### src/rtl/message_padder.sv
// message_padder: packs a byte stream big-endian into 32-bit words and appends SHA-256 padding.
// Define PADDER_NONCE_TAP_EN to add the NONCE_OFFSET parameter and the nonce_addr/nonce_bit tap.
module message_padder #(
    parameter int MAX_BLOCKS = 2000
`ifdef PADDER_NONCE_TAP_EN
    ,
    parameter int NONCE_OFFSET = 76
`endif
) (
    input  logic        clock,
    input  logic        reset,
    input  logic        in_valid,
    input  logic [7:0]  in_byte,
    input  logic        in_last,
    output logic        in_ready,
    output logic        out_valid,
    output logic [31:0] out_word,
    output logic [15:0] out_addr,
    output logic [8:0]  out_bit,
    output logic        done,
    output logic [15:0] last_addr,
    output logic        ovf
`ifdef PADDER_NONCE_TAP_EN
    ,
    output logic [15:0] nonce_addr,
    output logic [8:0]  nonce_bit
`endif
);

    typedef enum logic [2:0] {LOAD, PAD, ZERO, LEN_HI, LEN_LO, DONE} state_t;

    // Largest message whose 0x80 byte and 64-bit length still fit in MAX_BLOCKS blocks.
    localparam logic [31:0] LIMIT = 32'(MAX_BLOCKS * 64 - 9);

    state_t      state, state_next;
    logic [31:0] byte_cnt;
    logic [23:0] pack;
    logic [3:0]  word_idx, word_nxt;
    logic [15:0] blk;
    logic        dropping;
    logic        take, drop, emit;
    logic [31:0] emit_word;

    function automatic logic [31:0] pad_word(input logic [23:0] p, input logic [1:0] k);
        logic [31:0] w;
        case (k)
            2'd0:    w = 32'h8000_0000;
            2'd1:    w = {p[23:16], 24'h80_0000};
            2'd2:    w = {p[23:8], 16'h8000};
            default: w = {p, 8'h80};
        endcase
        return w;
    endfunction

    assign in_ready = reset && (state == LOAD);
    assign take     = in_valid && in_ready;
    assign drop     = dropping || (byte_cnt == LIMIT);
    assign word_nxt = word_idx + 4'd1;

    always_ff @(posedge clock) begin
        if (!reset) state <= LOAD;
        else        state <= state_next;
    end

    always_comb begin
        state_next = state;
        emit       = 1'b0;
        emit_word  = 32'h0;
        case (state)
            LOAD: begin
                if (take) begin
                    if (!drop && byte_cnt[1:0] == 2'd3) begin
                        emit      = 1'b1;
                        emit_word = {pack, in_byte};
                    end
                    if (in_last) state_next = drop ? DONE : PAD;
                end
            end
            PAD: begin
                emit       = 1'b1;
                emit_word  = pad_word(pack, byte_cnt[1:0]);
                state_next = (word_nxt == 4'd14) ? LEN_HI : ZERO;
            end
            ZERO: begin
                emit = 1'b1;
                if (word_nxt == 4'd14) state_next = LEN_HI;
            end
            LEN_HI: begin
                emit       = 1'b1;
                emit_word  = {29'h0, byte_cnt[31:29]};
                state_next = LEN_LO;
            end
            LEN_LO: begin
                emit       = 1'b1;
                emit_word  = {byte_cnt[28:0], 3'b000};
                state_next = DONE;
            end
            DONE:    state_next = LOAD;
            default: state_next = LOAD;
        endcase
    end

    always_ff @(posedge clock) begin
        if (!reset) begin
            byte_cnt  <= 32'h0;
            pack      <= 24'h0;
            word_idx  <= 4'h0;
            blk       <= 16'h0;
            dropping  <= 1'b0;
            out_valid <= 1'b0;
            out_word  <= 32'h0;
            out_addr  <= 16'h0;
            out_bit   <= 9'h0;
            done      <= 1'b0;
            last_addr <= 16'h0;
            ovf       <= 1'b0;
        end else begin
            out_valid <= emit;
            done      <= (state == DONE);
            if (emit) begin
                out_word <= emit_word;
                out_addr <= blk;
                out_bit  <= 9'd511 - {word_idx, 5'b00000};
                word_idx <= word_nxt;
                if (word_idx == 4'd15) blk <= blk + 16'd1;
            end
            if (take) begin
                if (drop) begin
                    dropping <= 1'b1;
                    ovf      <= 1'b1;
                end else begin
                    case (byte_cnt[1:0])
                        2'd0:    pack[23:16] <= in_byte;
                        2'd1:    pack[15:8]  <= in_byte;
                        2'd2:    pack[7:0]   <= in_byte;
                        default: ;
                    endcase
                    byte_cnt <= byte_cnt + 32'd1;
                end
            end
            // Padded messages report the LEN_LO word's block; dropped ones the block reached.
            if (state == DONE) begin
                last_addr <= dropping ? blk : out_addr;
                byte_cnt  <= 32'h0;
                pack      <= 24'h0;
                word_idx  <= 4'h0;
                blk       <= 16'h0;
                dropping  <= 1'b0;
            end
        end
    end

`ifdef PADDER_NONCE_TAP_EN
    localparam logic [29:0] NONCE_WORD = 30'(NONCE_OFFSET / 4);

    // The nonce word is either completed in LOAD or is a partial word closed by PAD.
    always_ff @(posedge clock) begin
        if (!reset) begin
            nonce_addr <= 16'h0;
            nonce_bit  <= 9'h0;
        end else if (emit && byte_cnt[31:2] == NONCE_WORD &&
                     (state == LOAD || (state == PAD && byte_cnt[1:0] != 2'd0))) begin
            nonce_addr <= blk;
            nonce_bit  <= 9'd511 - {word_idx, 5'b00000};
        end
    end
`endif

endmodule

### config.mk
export PLATFORM = sky130hd
export DESIGN_NAME = message_padder
export DESIGN_NICKNAME = d
export VERILOG_FILES = /design/src/rtl/message_padder.sv
export SDC_FILE = /design/constraint.sdc
export NUM_CORES = 1
export LEC_CHECK = 0
export CAP_MARGIN = 20
export CORE_ASPECT_RATIO = 0.9
export CORE_MARGIN = 5
export CORE_UTILIZATION = 44
export DETAILED_ROUTE_END_ITERATION = 6
export GPL_TIMING_DRIVEN = 0
export PLACE_DENSITY = 0.79
export SKIP_CTS_REPAIR_TIMING = 1
export SYNTH_ARGS = -nofsm -noshare
export SYNTH_HDL_FRONTEND = slang
export SYNTH_SLANG_ARGS = --single-unit
### constraint.sdc
create_clock -name clock -period 2.4 [get_ports clock]
set_input_delay 0.48 -clock clock [delete_from_list [all_inputs] [get_ports clock]]
set_output_delay 0.48 -clock clock [all_outputs]
set_load 0.02 [all_outputs]
==> flow_metrics.tcl, run 1 <==
set metrics [dict create \
    grt_pass1_wl_mm 35.5 \
    grtUsageTotal_pct 24.2 \
    finalWorstSetupSlack_ps -337 \
    ant_nets 0 \
    detail_route.wirelength_mm 25.0 \
    final-hold-violation-count 0 \
    cts-htree-levels 4 \
    synth_most_common_cell "dfxtp_1" \
    syn_nets 882 \
    grt_max_degree 17 \
    crit_fanout 6 \
    slew_headroom_pct 42.5 \
    ys_types 54 \
    power.density_mw_per_mm2 690 \
    viasPerCell 6.36 \
    core_area_mm2 0.0160 \
    post-place-ws_ps -1150 \
    start_kind "flop" \
    yosys.area.top_type_share_pct 42.7 \
    ys_warn_count 0 \
    ys_top_cells_by_count "dfxtp_1 (152), o21ai_0 (117), a21oi_1 (84)" \
    status "complete, but fails checks" \
    nFillCells 1333 \
    ys_seq_area_share_pct 42.7 \
    gp_congestion 0.937 \
    area_growth_pct 37.1 \
    antenna_found_initial 0 \
    fin_nets 1025 \
    clock.fmax_ghz 0.365 \
    stdcell_area_mm2 0.00976 \
    clk_latency_ps 440 \
    ys_async_sr_fraction_pct 0 \
    die_w_um 144 \
    grt_remaining_overflow 0 \
    ir_drop_uv 695 \
    cp.arrival_ps 3100 \
    antenna_cells 0 \
    tightest_slew_ps 863 \
    fin_skew_ps 13.3 \
    path_clk_slew_ps 70 \
    period_share_pct 114 \
    drcViolationCount 0 \
    cts_sinks 152 \
    violations "negative setup slack" \
    grt_pass1_vias 6694 \
    rows 44 \
    fin_util_pct 60.9 \
    slew_viol_final 0 \
    rsz0062_at_grt "yes" \
    synthTopCellsByArea "dfxtp_1 (43%), o21ai_0 (8.2%), a21oi_1 (5.9%)" \
    final-setup-viol-count 103 \
    synth_edf_count 0 \
    wire_per_inst_um 20.4 \
    cp-end-kind "flop" \
    ios 89 \
    cts_buffers 17 \
    required_ps 2770 \
    drive_gt1_share_pct 17.1 \
    synth_seq_cells 152 \
    synth.cell_area_mm2 0.00712 \
    firstDrtPassIters 7 \
    vias 7792 \
    cts_tree "yes" \
    hp-class "flop to flop" \
    dr.first_iter.drc_count 1007 \
    die_y_um 131 \
    ys.flop_type "dfxtp_1" \
    die_area_mm2 0.0188 \
    cts-root-buf "clkbuf_16" \
    place_area_mm2 0.00828 \
    start_util_pct 44.4 \
    synthCells 863 \
    synth_area_leader_cell "dfxtp_1" \
    portBuffers 88 \
    drv_cap 0 \
    total_power_mw 6.74 \
    p_leak_nw 3.35 \
    dp_hpwl_mm 16.4 \
    syn_avg_cell_area_um2 8.25 \
    hold_ws_ps 450 \
    cts_buffer_depth 2 \
    crit_type "flop to flop" \
    post-route-min-period_ps 2740 \
]
==> cell families after synthesis <==
kind of cell             after synthesis  share of synthesized area [%]
adder cells (fa/ha/maj)                7                           1.23
AO/OA/AOI/OAI                        281                           23.5
XOR/XNOR                              11                           1.35
buffers and inverters                 98                           5.87
multiplexers                          19                           2.67
flip-flops                           152                           42.7
AND/OR/NAND/NOR                      295                           22.6
==> area by class of cell <==
| type | count | area [um2] | share of cell area, % |
|---|---|---|---|
| repair buffers | 131 | 1310 | 13.4 |
| plain buffers | 70 | 470 | 4.82 |
| inverters | 21 | 78.8 | 0.807 |
| well taps | 207 | 259 | 2.65 |
| multi-input cells | 613 | 4030 | 41.3 |
| clock inverters | 13 | 106 | 1.09 |
| flip-flops and latches | 152 | 3060 | 31.3 |
| clock buffers | 19 | 453 | 4.64 |
==> power by group <==
part | leakage [nW] | switching [mW] | internal (mW)
Combinational | 1.85 | 0.894 | 0.507
Sequential | 1.23 | 0.118 | 2.63
Clock | 0.273 | 1.18 | 1.40
Total | 3.35 | 2.20 | 4.54
==> sequential cells by signal, summed over array words and instances, names as in the netlist, 3 cells and up <==
signal	cells
pack	24
out_addr	16
out_word	32
state	3
out_bit	5
blk	16
word_idx	4
last_addr	16
byte_cnt	32
==> worst max-delay path: stages, from the launching register on <==
cell	delay [ps]
dfxtp_4	360
or4_1	500
or4_4	540
buf_8	150
or4_4	460
a21oi_4	330
clkbuf_16	220
o2bb2ai_1	100
==> metal layers <==
layer	vias up	global-route usage [%]	wire length [um]
met2	501	37.8	11300
met5	-	0	0
met1	3700	31.7	10000
met4	0	11.0	1080
li1	3492	-	-
met3	99	6.19	2550
==> path summary, 6_finish.rpt <==
kind         cells past startpoint                         to  slack, ps                      start
min                              2  last_addr[9]$_SDFFE_PN0P_        450  last_addr[9]$_SDFFE_PN0P_
max reg2reg                      7   out_word[7]$_SDFFE_PN0P_       -340  byte_cnt[10]$_SDFFE_PP0P_
min reg2reg                      2  last_addr[9]$_SDFFE_PN0P_        450  last_addr[9]$_SDFFE_PN0P_
max                              7   out_word[7]$_SDFFE_PN0P_       -340  byte_cnt[10]$_SDFFE_PP0P_
==> placed cells by master (no fill, tap or decap), drive strengths merged, types with 6 or more instances in the layout <==
master         count
nand2             59
or4               19
a22o               9
o21ai            118
nor3               7
clkbuf            70
a221o              8
inv               28
nand4             29
nor4              15
or3               19
a32o               6
a22oi              7
a32oi              8
nand3             61
a21oi             85
and3              25
ha                 7
xor2               6
dfxtp            152
buf               63
nor2              33
mux2i             19
clkdlybuf4s50     87
o31ai             12
a21o               7
==> metrics by stage <==
step	setup TNS [ps]	instances
2_1_floorplan	-1900	863
3_3_place_gp	-94260	1158
3_5_place_dp	-90580	1159
4_1_cts	-77370	1191
5_1_grt	-23290	1226
6_report	-18740	1226
Power figures use the tool's default switching activity.
==> run 2: changes to the inputs <==
--- a/config.mk
+++ b/config.mk
@@ -10,6 +10,6 @@
 export CORE_MARGIN = 5
-export CORE_UTILIZATION = 44
+export CORE_UTILIZATION = 40
 export DETAILED_ROUTE_END_ITERATION = 6
 export GPL_TIMING_DRIVEN = 0
-export PLACE_DENSITY = 0.79
+export PLACE_DENSITY = 0.74
 export SKIP_CTS_REPAIR_TIMING = 1
--- a/constraint.sdc
+++ b/constraint.sdc
@@ -3,2 +3,2 @@
 set_output_delay 0.48 -clock clock [all_outputs]
-set_load 0.02 [all_outputs]
+set_load 0.01 [all_outputs]
==> flow_metrics.tcl, run 2 (synthesis gave the netlist of run 1 again) <==
set metrics [dict create \
    status "complete, but fails checks" \
    violations "negative setup slack" \
    p_seq_share_pct 41.5 \
    grt_max_degree 17 \
    core_area_mm2 0.0176 \
    cts_buffers 17 \
    hold_ws_ps 450 \
    finalWorstSetupSlack_ps -378 \
    fin_nets 1010 \
    cts-root-buf "clkbuf_16" \
    cp.arrival_ps 3150 \
    place_inst 1192 \
    clock.fmax_ghz 0.360 \
    die_y_um 137 \
    r2r_slack_ps -380 \
    detail_route.wirelength_mm 23.6 \
    cp-end-kind "flop" \
    ant_nets 0 \
    final-hold-violation-count 0 \
    gp_congestion 0.974 \
    p_leak_nw 3.24 \
    path_cells "nand4_1 -> or4_4 -> buf_8 -> or4_4 -> a21oi_4 -> buf_6 -> a32o_1" \
    final_cell_mix "dfxtp_1 (147), o21ai_0 (101), clkdlybuf4s50_1 (86)" \
    dp_hpwl_mm 16.5 \
    path_clk_slew_ps 60 \
    drv_cap 0 \
    final-setup-viol-count 82 \
    viasPerCell 5.95 \
    path_delay_family "simple AND/OR/NAND/NOR gates" \
    cts_tree "yes" \
    cp_slowest_cell "or4_4" \
    layout_commonest_cell "dfxtp_1" \
    grtUsageTotal_pct 21.8 \
    slew_headroom_pct 41.1 \
    final-instance-count-excl-fill 1244 \
    period_share_pct 116 \
    tightest_slew_ps 883 \
    area_growth_pct 32.6 \
    post-place-ws_ps -1150 \
    crit_type "flop to flop" \
    wire_per_inst_um 19.0 \
    start_kind "flop" \
    clk_latency_ps 430 \
    critPathMaxStageDelay_ps 620 \
    r2r_end "out_word[17]$_SDFFE_PN0P_" \
    grt_remaining_overflow 0 \
    holdPathStages 2 \
    required_ps 2770 \
    clkPwrFrac_pct 39.4 \
    firstDrtPassIters 5 \
    drcViolationCount 0 \
    holdCritStartpoint "last_addr[7]$_SDFFE_PN0P_" \
    cts_buffer_depth 2 \
    ios 89 \
    antenna_cells 0 \
    fin_util_pct 53.8 \
    cts_sinks 152 \
    hold_end "last_addr[7]$_SDFFE_PN0P_" \
    rows 46 \
    p_int_mw 4.60 \
    hp-class "flop to flop" \
    ir_drop_uv 553 \
    power.density_mw_per_mm2 702 \
    r2r-start "byte_cnt[13]$_SDFFE_PP0P_" \
    die_area_mm2 0.0206 \
    pwr-share-comb_pct 19.1 \
    slew_viol_final 0 \
    drive_gt1_share_pct 13.3 \
    reg.largest.list "byte_cnt x32, out_word x32, pack x24" \
    vias 7397 \
    setup_tns_ps -14720 \
    start_util_pct 40.6 \
    antenna_found_initial 1 \
    reg2regPathDepth 7 \
    fin_skew_ps 13.6 \
    grt_pass1_vias 6558 \
    critPathBufInv 2 \
    p_switching_mw 2.02 \
    crit_fanout 7 \
    crit_path_frequent_cell "or4_4" \
    post-route-min-period_ps 2780 \
    rsz0062_at_grt "yes" \
    portBuffers 88 \
    die_w_um 151 \
    grt_pass1_wl_mm 35.3 \
    switching_share_pct 30.5 \
    dr.first_iter.drc_count 845 \
    cts-htree-levels 4 \
]
## run 2: tightest hold or removal path, stage by stage (launching register included)
cell,delay [ps]
dfxtp_1,320
nand2_1,40
o21ai_0,50
## run 2: cell type report
type	count	area, um2
Timing Repair Buffer	114	1130
Sequential cell	152	3050
Buffer	72	457
Inverter	21	78.8
Clock inverter	12	115
Fill cell	1590	8110
Tap cell	240	300
Multi-Input combinational cell	613	3840
Clock buffer	20	457
## run 2: worst max-delay path by stage
stage	start	endpoint	slack, ps	cells after the start
CTS	byte_cnt[1]$_SDFFE_PP0P_	out_word[20]$_SDFFE_PN0P_	-940	9
global route	byte_cnt[12]$_SDFFE_PP0P_	out_word[16]$_SDFFE_PN0P_	-440	7
detailed placement	reset	byte_cnt[27]$_SDFFE_PP0P_	-1150	6
global placement	reset	byte_cnt[29]$_SDFFE_PP0P_	-1130	6
floorplan	byte_cnt[9]$_SDFFE_PP0P_	out_word[19]$_SDFFE_PN0P_	-130	8
finish	byte_cnt[13]$_SDFFE_PP0P_	out_word[17]$_SDFFE_PN0P_	-380	7
## run 2: power groups by stage
stage | combinational (mW) | sequential, mW | clock [mW]
after floorplan | 0.663 | 2.79 | 0
after global routing | 1.36 | 2.76 | 2.74
final | 1.27 | 2.75 | 2.61
after global placement | 1.13 | 2.79 | 0
after detailed placement | 1.15 | 2.79 | 0
after CTS | 1.15 | 2.74 | 2.63
## run 2: layer usage
metal	share of wire, %	routed length [um]	GRT usage, %
met4	2.6	623	8.91
met1	42	10000	29.8
met5	0.055	13	0
met2	45	10600	33.1
met3	10	2410	5.63
## run 2: stage by stage
step,total power [mW],instance area (um2)
global route,6.86,9440
CTS,6.52,8890
detailed placement,3.94,8320
floorplan,3.45,7130
finish,6.62,9440
global placement,3.92,8310
